**config.mk**
```make
export PLATFORM = sky130hd
export DESIGN_NAME = cdr_phase_code_gen_flat
export DESIGN_NICKNAME = d
export VERILOG_FILES = /design/src/rtl/cdr_pkg.sv /design/src/rtl/cdr_phase_code_gen_if.sv /design/src/rtl/cdr_vote_decimator.sv /design/src/rtl/cdr_phase_code_gen.sv /design/src/flat_wrapper.sv
export SDC_FILE = /design/constraint.sdc
export NUM_CORES = 1
export LEC_CHECK = 0
export BUFFER_PORTS_ARGS = -buffer_cell sky130_fd_sc_hd__buf_2
export CAP_MARGIN = 20
export CORE_MARGIN = 2
export CORE_UTILIZATION = 50
export CTS_CLUSTER_DIAMETER = 150
export DETAILED_ROUTE_END_ITERATION = 12
export HOLD_SLACK_MARGIN = 0.06
export PLACE_DENSITY = 0.67
export REMOVE_ABC_BUFFERS = 1
export SYNTH_ARGS = -nofsm -noshare
export SYNTH_HDL_FRONTEND = slang
export SYNTH_SLANG_ARGS = --single-unit
```
**constraint.sdc**
```tcl
create_clock -name CLK -period 7.9 [get_ports CLK]
set_clock_uncertainty 0.05 [all_clocks]
set_input_delay 0.79 -clock CLK [delete_from_list [all_inputs] [get_ports CLK]]
set_output_delay 0.79 -clock CLK [all_outputs]
set_load 0.02 [all_outputs]
```
**src/rtl/cdr_pkg.sv**
```systemverilog
// Shared widths, FSM state and decision types for the CDR phase-code generator.
package cdr_pkg;

  localparam int unsigned CODE_W = 11;
  localparam int unsigned FRAC_W = 8;
  localparam int unsigned FREQ_W = 12;
  localparam int unsigned PH_W   = CODE_W + FRAC_W;

  typedef enum logic [1:0] {
    IDLE  = 2'd0,
    ACQ   = 2'd1,
    TRACK = 2'd2
  } cdr_state_e;

  typedef logic signed [1:0] cdr_dec_t;

  localparam cdr_dec_t DEC_NEG  = 2'b11;
  localparam cdr_dec_t DEC_ZERO = 2'b00;
  localparam cdr_dec_t DEC_POS  = 2'b01;

  // Clamp a widened frequency sum to +/-lim and return it at register width.
  function automatic logic signed [FREQ_W-1:0] sat_freq(input logic signed [FREQ_W+1:0] x,
                                                        input int unsigned lim);
    logic signed [FREQ_W+1:0] hi;
    logic signed [FREQ_W+1:0] lo;
    hi = (FREQ_W + 2)'(lim);
    lo = -hi;
    if (x > hi) return hi[FREQ_W-1:0];
    if (x < lo) return lo[FREQ_W-1:0];
    return x[FREQ_W-1:0];
  endfunction

endpackage

```
**src/rtl/cdr_phase_code_gen_if.sv**
```systemverilog
// Control and status bundle between the CDR loop filter and its controller.
interface cdr_phase_code_gen_if;

  logic                              en;
  logic                              up;
  logic                              dn;
  logic                              load;
  logic [cdr_pkg::CODE_W-1:0]        code_init;
  logic [cdr_pkg::CODE_W-1:0]        Code;
  logic                              code_upd;
  logic signed [cdr_pkg::FREQ_W-1:0] freq_out;
  logic [1:0]                        state_out;
  logic                              lock;

  modport master (
    output en, up, dn, load, code_init,
    input  Code, code_upd, freq_out, state_out, lock
  );

  modport slave (
    input  en, up, dn, load, code_init,
    output Code, code_upd, freq_out, state_out, lock
  );

endinterface

```
**src/rtl/cdr_vote_decimator.sv**
```systemverilog
// Majority vote of bang-bang up/dn samples over DECIM-sample windows; flags the last
// sample of each window together with the sign of the window sum.
module cdr_vote_decimator
  import cdr_pkg::*;
#(
  parameter int unsigned DECIM = 8
) (
  input  logic     clk_i,
  input  logic     rst_ni,
  input  logic     sample_i,
  input  logic     clr_i,
  input  logic     up_i,
  input  logic     dn_i,
  output logic     win_end_o,
  output cdr_dec_t dec_o
);

  localparam int unsigned CNT_W = (DECIM > 1) ? $clog2(DECIM) : 1;
  localparam int unsigned SUM_W = $clog2(DECIM + 1) + 1;
  localparam logic [CNT_W-1:0] LAST = CNT_W'(DECIM - 1);

  logic [CNT_W-1:0]        cnt_q, cnt_d;
  logic signed [SUM_W-1:0] sum_q, sum_d, sum_n, vote;

  always_comb begin
    vote = '0;
    if (up_i && !dn_i) vote = SUM_W'(1);
    if (dn_i && !up_i) vote = '1;
    sum_n     = sum_q + vote;
    win_end_o = sample_i && (cnt_q == LAST);

    if (sum_n[SUM_W-1])     dec_o = DEC_NEG;
    else if (sum_n != '0)   dec_o = DEC_POS;
    else                    dec_o = DEC_ZERO;

    cnt_d = cnt_q;
    sum_d = sum_q;
    if (clr_i) begin
      cnt_d = '0;
      sum_d = '0;
    end else if (sample_i) begin
      // The next window opens on the very next sample.
      if (win_end_o) begin
        cnt_d = '0;
        sum_d = '0;
      end else begin
        cnt_d = cnt_q + CNT_W'(1);
        sum_d = sum_n;
      end
    end
  end

  always_ff @(posedge clk_i or negedge rst_ni) begin
    if (!rst_ni) begin
      cnt_q <= '0;
      sum_q <= '0;
    end else begin
      cnt_q <= cnt_d;
      sum_q <= sum_d;
    end
  end

endmodule

```
**src/rtl/cdr_phase_code_gen.sv**
```systemverilog
// Second-order CDR loop filter producing a wrapping phase-interpolator code.
// Optional lock detector enabled by defining CDR_LOCK_DET_EN.
module cdr_phase_code_gen
  import cdr_pkg::*;
#(
  parameter int unsigned DECIM       = 8,
  parameter int unsigned KP_ACQ      = 16,
  parameter int unsigned KP_TRK      = 4,
  parameter int unsigned KI          = 1,
  parameter int unsigned FREQ_MAX    = 2047,
  parameter int unsigned ACQ_WINDOWS = 64,
  parameter int unsigned LOCK_CNT    = 16
) (
  input logic                 CLK,
  input logic                 rst_n,
  cdr_phase_code_gen_if.slave bus
);

  localparam int unsigned ACQ_W = (ACQ_WINDOWS > 1) ? $clog2(ACQ_WINDOWS) : 1;
  localparam logic [ACQ_W-1:0] ACQ_LAST = ACQ_W'(ACQ_WINDOWS - 1);

  cdr_state_e               state_q, state_d;
  logic [PH_W-1:0]          phase_q, phase_d, phase_n, phase_step, kp_word;
  logic signed [FREQ_W-1:0] freq_q, freq_d, freq_n;
  logic signed [FREQ_W+1:0] freq_ext, ki_step;
  logic                     upd_q, upd_d;
  logic [ACQ_W-1:0]         acq_cnt_q, acq_cnt_d;
  logic                     win_end, upd;
  cdr_dec_t                 dec;

  cdr_vote_decimator #(
    .DECIM (DECIM)
  ) u_vote (
    .clk_i     (CLK),
    .rst_ni    (rst_n),
    .sample_i  (bus.en),
    .clr_i     (!bus.en || bus.load),
    .up_i      (bus.up),
    .dn_i      (bus.dn),
    .win_end_o (win_end),
    .dec_o     (dec)
  );

  // A load discards the window ending in the same cycle.
  assign upd = win_end && !bus.load;

  always_comb begin
    state_d = state_q;
    if (!bus.en) begin
      state_d = IDLE;
    end else begin
      case (state_q)
        IDLE:    state_d = ACQ;
        ACQ:     if (upd && (acq_cnt_q == ACQ_LAST)) state_d = TRACK;
        TRACK:   state_d = TRACK;
        default: state_d = IDLE;
      endcase
    end
  end

  always_comb begin
    acq_cnt_d = acq_cnt_q;
    if (bus.load || (state_d != ACQ)) acq_cnt_d = '0;
    else if (upd && (state_q == ACQ)) acq_cnt_d = acq_cnt_q + ACQ_W'(1);
  end

  always_comb begin
    kp_word = (state_q == TRACK) ? PH_W'(KP_TRK) : PH_W'(KP_ACQ);
    kp_word = kp_word << FRAC_W;
    if (dec == DEC_POS) begin
      phase_step = kp_word;
      ki_step    = (FREQ_W + 2)'(KI);
    end else if (dec == DEC_NEG) begin
      phase_step = -kp_word;
      ki_step    = -((FREQ_W + 2)'(KI));
    end else begin
      phase_step = '0;
      ki_step    = '0;
    end
    freq_ext = {{2{freq_q[FREQ_W-1]}}, freq_q};
    freq_n   = sat_freq(freq_ext + ki_step, FREQ_MAX);
    phase_n  = phase_q + phase_step + {{(PH_W - FREQ_W){freq_n[FREQ_W-1]}}, freq_n};

    phase_d = phase_q;
    freq_d  = freq_q;
    upd_d   = 1'b0;
    if (bus.load) begin
      phase_d = {bus.code_init, {FRAC_W{1'b0}}};
    end else if (upd) begin
      phase_d = phase_n;
      freq_d  = freq_n;
      upd_d   = 1'b1;
    end
  end

  always_ff @(posedge CLK or negedge rst_n) begin
    if (!rst_n) begin
      state_q   <= IDLE;
      phase_q   <= '0;
      freq_q    <= '0;
      upd_q     <= 1'b0;
      acq_cnt_q <= '0;
    end else begin
      state_q   <= state_d;
      phase_q   <= phase_d;
      freq_q    <= freq_d;
      upd_q     <= upd_d;
      acq_cnt_q <= acq_cnt_d;
    end
  end

  assign bus.Code      = phase_q[PH_W-1:FRAC_W];
  assign bus.code_upd  = upd_q;
  assign bus.freq_out  = freq_q;
  assign bus.state_out = state_q;

`ifdef CDR_LOCK_DET_EN
  localparam int unsigned LK_W = $clog2(LOCK_CNT + 1);

  logic [LK_W-1:0] lk_cnt_q, lk_cnt_d;
  cdr_dec_t        last_q, last_d;

  // Dithering windows (zero or sign flip) count toward lock; a same-sign run means slewing.
  always_comb begin
    lk_cnt_d = lk_cnt_q;
    last_d   = last_q;
    if (state_d != TRACK) begin
      lk_cnt_d = '0;
      last_d   = DEC_ZERO;
    end else if (upd && (state_q == TRACK)) begin
      if ((dec != DEC_ZERO) && (dec == last_q)) lk_cnt_d = '0;
      else if (lk_cnt_q != LK_W'(LOCK_CNT))   lk_cnt_d = lk_cnt_q + LK_W'(1);
      if (dec != DEC_ZERO) last_d = dec;
    end
  end

  always_ff @(posedge CLK or negedge rst_n) begin
    if (!rst_n) begin
      lk_cnt_q <= '0;
      last_q   <= DEC_ZERO;
    end else begin
      lk_cnt_q <= lk_cnt_d;
      last_q   <= last_d;
    end
  end

  assign bus.lock = (lk_cnt_q >= LK_W'(LOCK_CNT));
`else
  logic unused_lock_cnt;
  assign unused_lock_cnt = ^LOCK_CNT;
  assign bus.lock        = 1'b0;
`endif

endmodule

```
**src/flat_wrapper.sv**
```systemverilog
// flat-port wrapper written by rule: the top's interface ports become plain ports
module cdr_phase_code_gen_flat import cdr_pkg::*;
#(
  parameter int unsigned DECIM       = 8,
  parameter int unsigned KP_ACQ      = 16,
  parameter int unsigned KP_TRK      = 4,
  parameter int unsigned KI          = 1,
  parameter int unsigned FREQ_MAX    = 2047,
  parameter int unsigned ACQ_WINDOWS = 64,
  parameter int unsigned LOCK_CNT    = 16
)
  (CLK, rst_n, bus_en, bus_up, bus_dn, bus_load, bus_code_init, bus_Code, bus_code_upd, bus_freq_out, bus_state_out, bus_lock);
  cdr_phase_code_gen_if bus_i ();
  input logic CLK;
  input logic rst_n;
  input wire logic [$bits(bus_i.en)-1:0] bus_en;
  input wire logic [$bits(bus_i.up)-1:0] bus_up;
  input wire logic [$bits(bus_i.dn)-1:0] bus_dn;
  input wire logic [$bits(bus_i.load)-1:0] bus_load;
  input wire logic [$bits(bus_i.code_init)-1:0] bus_code_init;
  output wire logic [$bits(bus_i.Code)-1:0] bus_Code;
  output wire logic [$bits(bus_i.code_upd)-1:0] bus_code_upd;
  output wire logic [$bits(bus_i.freq_out)-1:0] bus_freq_out;
  output wire logic [$bits(bus_i.state_out)-1:0] bus_state_out;
  output wire logic [$bits(bus_i.lock)-1:0] bus_lock;
  assign bus_i.en = bus_en;
  assign bus_i.up = bus_up;
  assign bus_i.dn = bus_dn;
  assign bus_i.load = bus_load;
  assign bus_i.code_init = bus_code_init;
  assign bus_Code = bus_i.Code;
  assign bus_code_upd = bus_i.code_upd;
  assign bus_freq_out = bus_i.freq_out;
  assign bus_state_out = bus_i.state_out;
  assign bus_lock = bus_i.lock;
  cdr_phase_code_gen #(.DECIM(DECIM), .KP_ACQ(KP_ACQ), .KP_TRK(KP_TRK), .KI(KI), .FREQ_MAX(FREQ_MAX), .ACQ_WINDOWS(ACQ_WINDOWS), .LOCK_CNT(LOCK_CNT)) u_core (.CLK(CLK), .rst_n(rst_n), .bus(bus_i));
endmodule
```
==> flow_summary.toml <==
[yosys]
synth_edf_count = 0
seq_area_frac_synth = 0.281
synthArstFlopShare = 1.00
avgSynthCellArea_sq_um = 8.88
syn_area_sq_um = 4270
synth_cells = 481
yosysTopAreaCell = "dfrtp_1"
ys_warn_count = 0
netlist_top_cells_area = "dfrtp_1, ha_1, fa_1"
ys_ff_latch = 48
synth_ff_type = "dfrtp_1"
yosysUniqueCellTypes = 66
synth_top_cell_area_share = 0.281

[cells_and_area]
fin_nets = 587
design_area_sq_um = 4640
final_cell_mix = "dfrtp_1, ha_1, buf_2"
antennaDiodeCount = 0
syn_to_final_growth_pct = 8.58
drive_above_1_share = 0.140
final_common_cell = "dfrtp_1"

[clock_network]
cts_buffer_depth = 2
cts_resized = 0
htree_levels = 2
cts_buffers = 5
postCtsSetupBuffers = 0
cts_tree = "done"
clkLatencyLatePin_ns = 0.32
cts_hold_buffers = 0
cts-root-buf = "clkbuf_8"
cts.sinks = 48
path_clk_slew_ns = 0.11

[global_route]
grt_usage = 0.232
grt_first_pass_wirelength_mm = 16.7
grt_pass1_vias = 3519
grt_max_degree = 49
antenna_found_initial = 0
grt-ovfl-total = 0

[sta]
setup_viol = 0
hold_viol_final = 0
fin_crit_ns = 7.22
slew_viol_final = 0
fin_crit_sh = 0.914
worst_slew_pin_slew_ns = 0.987
rsz0062_at_grt = "false"
slew_headroom = 0.339
tns_ns = 0
fmax_ghz = 0.138

[hold_path]
hp-class = "reg -> reg"
hold_path.startpoint = "u_core.u_vote.cnt_q[0]"
hold_path_end = "u_core.u_vote.cnt_q[0]"
hold_path_depth = 1

[critical_path]
cp-end-kind = "flop"
worstSetupStartpointType = "primary input"
path_delay_family = "compound AO/OA/AOI/OAI gates"
setup.worst_path.class = "in -> reg"
required_ns = 8.10
r2r-end = "u_core.phase_q[16]"
cpMostUsedCell = "ha_1"
crit_buf_inv = 4
timing.rr.start = "u_core.u_vote.sum_q[0]"
r2r_cells = 26
crit_arrival_ns = 7.42
cp_slowest_stage_delay_ns = 0.44
critPathMaxFanout = 10
slowest_stage = "fa_1"
reg2reg_slack_ns = 1.19

[job]
cap_violations = 0

[pwr]
power_frac_comb = 0.417
swShare = 0.377
cellLeakagePower_nw = 2.32
pwr-share-clk = 0.247
vdd_ir_drop_max_v = 0.000106
p_switching_mw = 0.295
internal-power_mw = 0.486
p_per_area_nw_per_um2 = 168
pwr-share-seq = 0.336

[drt]
firstDrtPassIters = 4
via_per_inst = 5.77
wl_mm = 10.0
wl_per_cell_um = 16.2
drcViolationCount = 0
drt-initial-drc-count = 180
via_count = 3567
ant_nets = 0

[placement]
port_buffers = 42
hpwl_mm = 7.57
place.gp.congestion = 0.888
dpl_cell_area_sq_um = 4520

[floorplanning]
initial_core_util = 0.517
die_y_um = 96.4
io_pins = 44
core_area_sq_um = 8260
die_x_um = 96.4
floorplan.rows = 33
die-area_sq_um = 9300

[run_status]
status = "completed"
area by class of cell:
class | instances | area (sq um)
clock buffers | 5 | 68.8
clock inverters | 3 | 46.3
fillers | 779 | 3620
inverters | 27 | 101
multi-input cells | 384 | 2850
flip-flops and latches | 48 | 1200
well taps | 105 | 131
repair buffers | 46 | 240
how the worst max path moves through the flow:
stage	from	endpoint	slack [ns]	cells after the start
2_1_floorplan	bus_up	u_core.phase_q[17]	0.66	29
3_3_place_gp	bus_up	u_core.phase_q[16]	0.39	30
3_5_place_dp	bus_up	u_core.phase_q[17]	0.33	30
4_1_cts	bus_up	u_core.phase_q[16]	0.60	30
5_1_grt	bus_up	u_core.phase_q[16]	0.07	30
6_report	bus_up	u_core.phase_q[16]	0.68	30
layer usage:
| metal | track usage | vias to the layer above | part of all wire |
|---|---|---|---|
| met3 | 0.0287 | 10 | 0.032 |
| met2 | 0.402 | 55 | 0.48 |
| met4 | 0.0563 | 0 | 0.010 |
| met1 | 0.310 | 1719 | 0.47 |
| li1 | - | 1783 | - |
| met5 | 0 | - | 0 |
stage by stage:
stage,hold WS [ns],std cells,setup slack [ns],utilization,power [mW]
6_report,0.417,618,0.679,0.562,0.780
5_1_grt,0.440,618,0.0656,0.562,0.837
4_1_cts,0.417,618,0.602,0.561,0.785
3_5_place_dp,0.396,610,0.325,0.547,0.589
3_3_place_gp,0.387,610,0.387,0.547,0.583
2_1_floorplan,0.359,459,0.660,-,0.511
synthesized netlist by cell type (all sizes together) (9+ instances only):
| library cell | n |
|---|---|
| dfrtp | 48 |
| ha | 47 |
| nand2 | 42 |
| nor2 | 40 |
| o21ai | 35 |
| a21oi | 31 |
| inv | 27 |
| xnor2 | 16 |
| buf | 12 |
| a211oi | 11 |
| fa | 11 |
| nor3 | 11 |
| a21o | 10 |
| clkbuf | 10 |
| xor2 | 10 |
| and2 | 9 |
power by group through the flow:
stage          combinational (mW)  clock, mW  sequential, mW
2_1_floorplan               0.238          0           0.273
3_3_place_gp                0.317          0           0.266
3_5_place_dp                0.322          0           0.267
4_1_cts                     0.325      0.198           0.262
5_1_grt                     0.368      0.206           0.263
6_report                    0.325      0.193           0.262
state kept, by name, summed over array words and instances, names as in the netlist:
name                  count
u_core.phase_q           19
u_core.u_vote.sum_q       5
u_core.bus.freq_out      12
u_core.bus.state_out      2
u_core.bus.code_upd       1
u_core.acq_cnt_q          6
u_core.u_vote.cnt_q       3
logic make-up after synthesis:
group,Yosys count,synth area share
AO/OA/AOI/OAI,133,0.210
AND/OR/NAND/NOR,156,0.186
adder cells (fa/ha/maj),58,0.189
other,1,0.000878
XOR/XNOR,26,0.0533
multiplexers,10,0.0255
flip-flops,48,0.281
buffers and inverters,49,0.0536
worst register-to-register path: stages, from the launching register on:
cell and delay (ns):
dfrtp_1 0.38, ha_1 0.22, fa_1 0.43, a211oi_1 0.22
a21oi_1 0.06, a22oi_1 0.22, xor2_1 0.20, buf_4 0.19
nand4_1 0.18, ha_1 0.29, fa_1 0.44, a211oi_1 0.31
or4_4 0.21, nand3b_1 0.09, xnor2_1 0.31, nand4b_1 0.23
o21ai_4 0.28, o21ai_0 0.15, ha_1 0.30, ha_1 0.26
a211oi_1 0.34, o21a_1 0.23, o21ai_0 0.11, and3_1 0.19
o31ai_1 0.26, mux2_2 0.36, o22ai_1 0.14
Power figures use the tool's default switching activity.
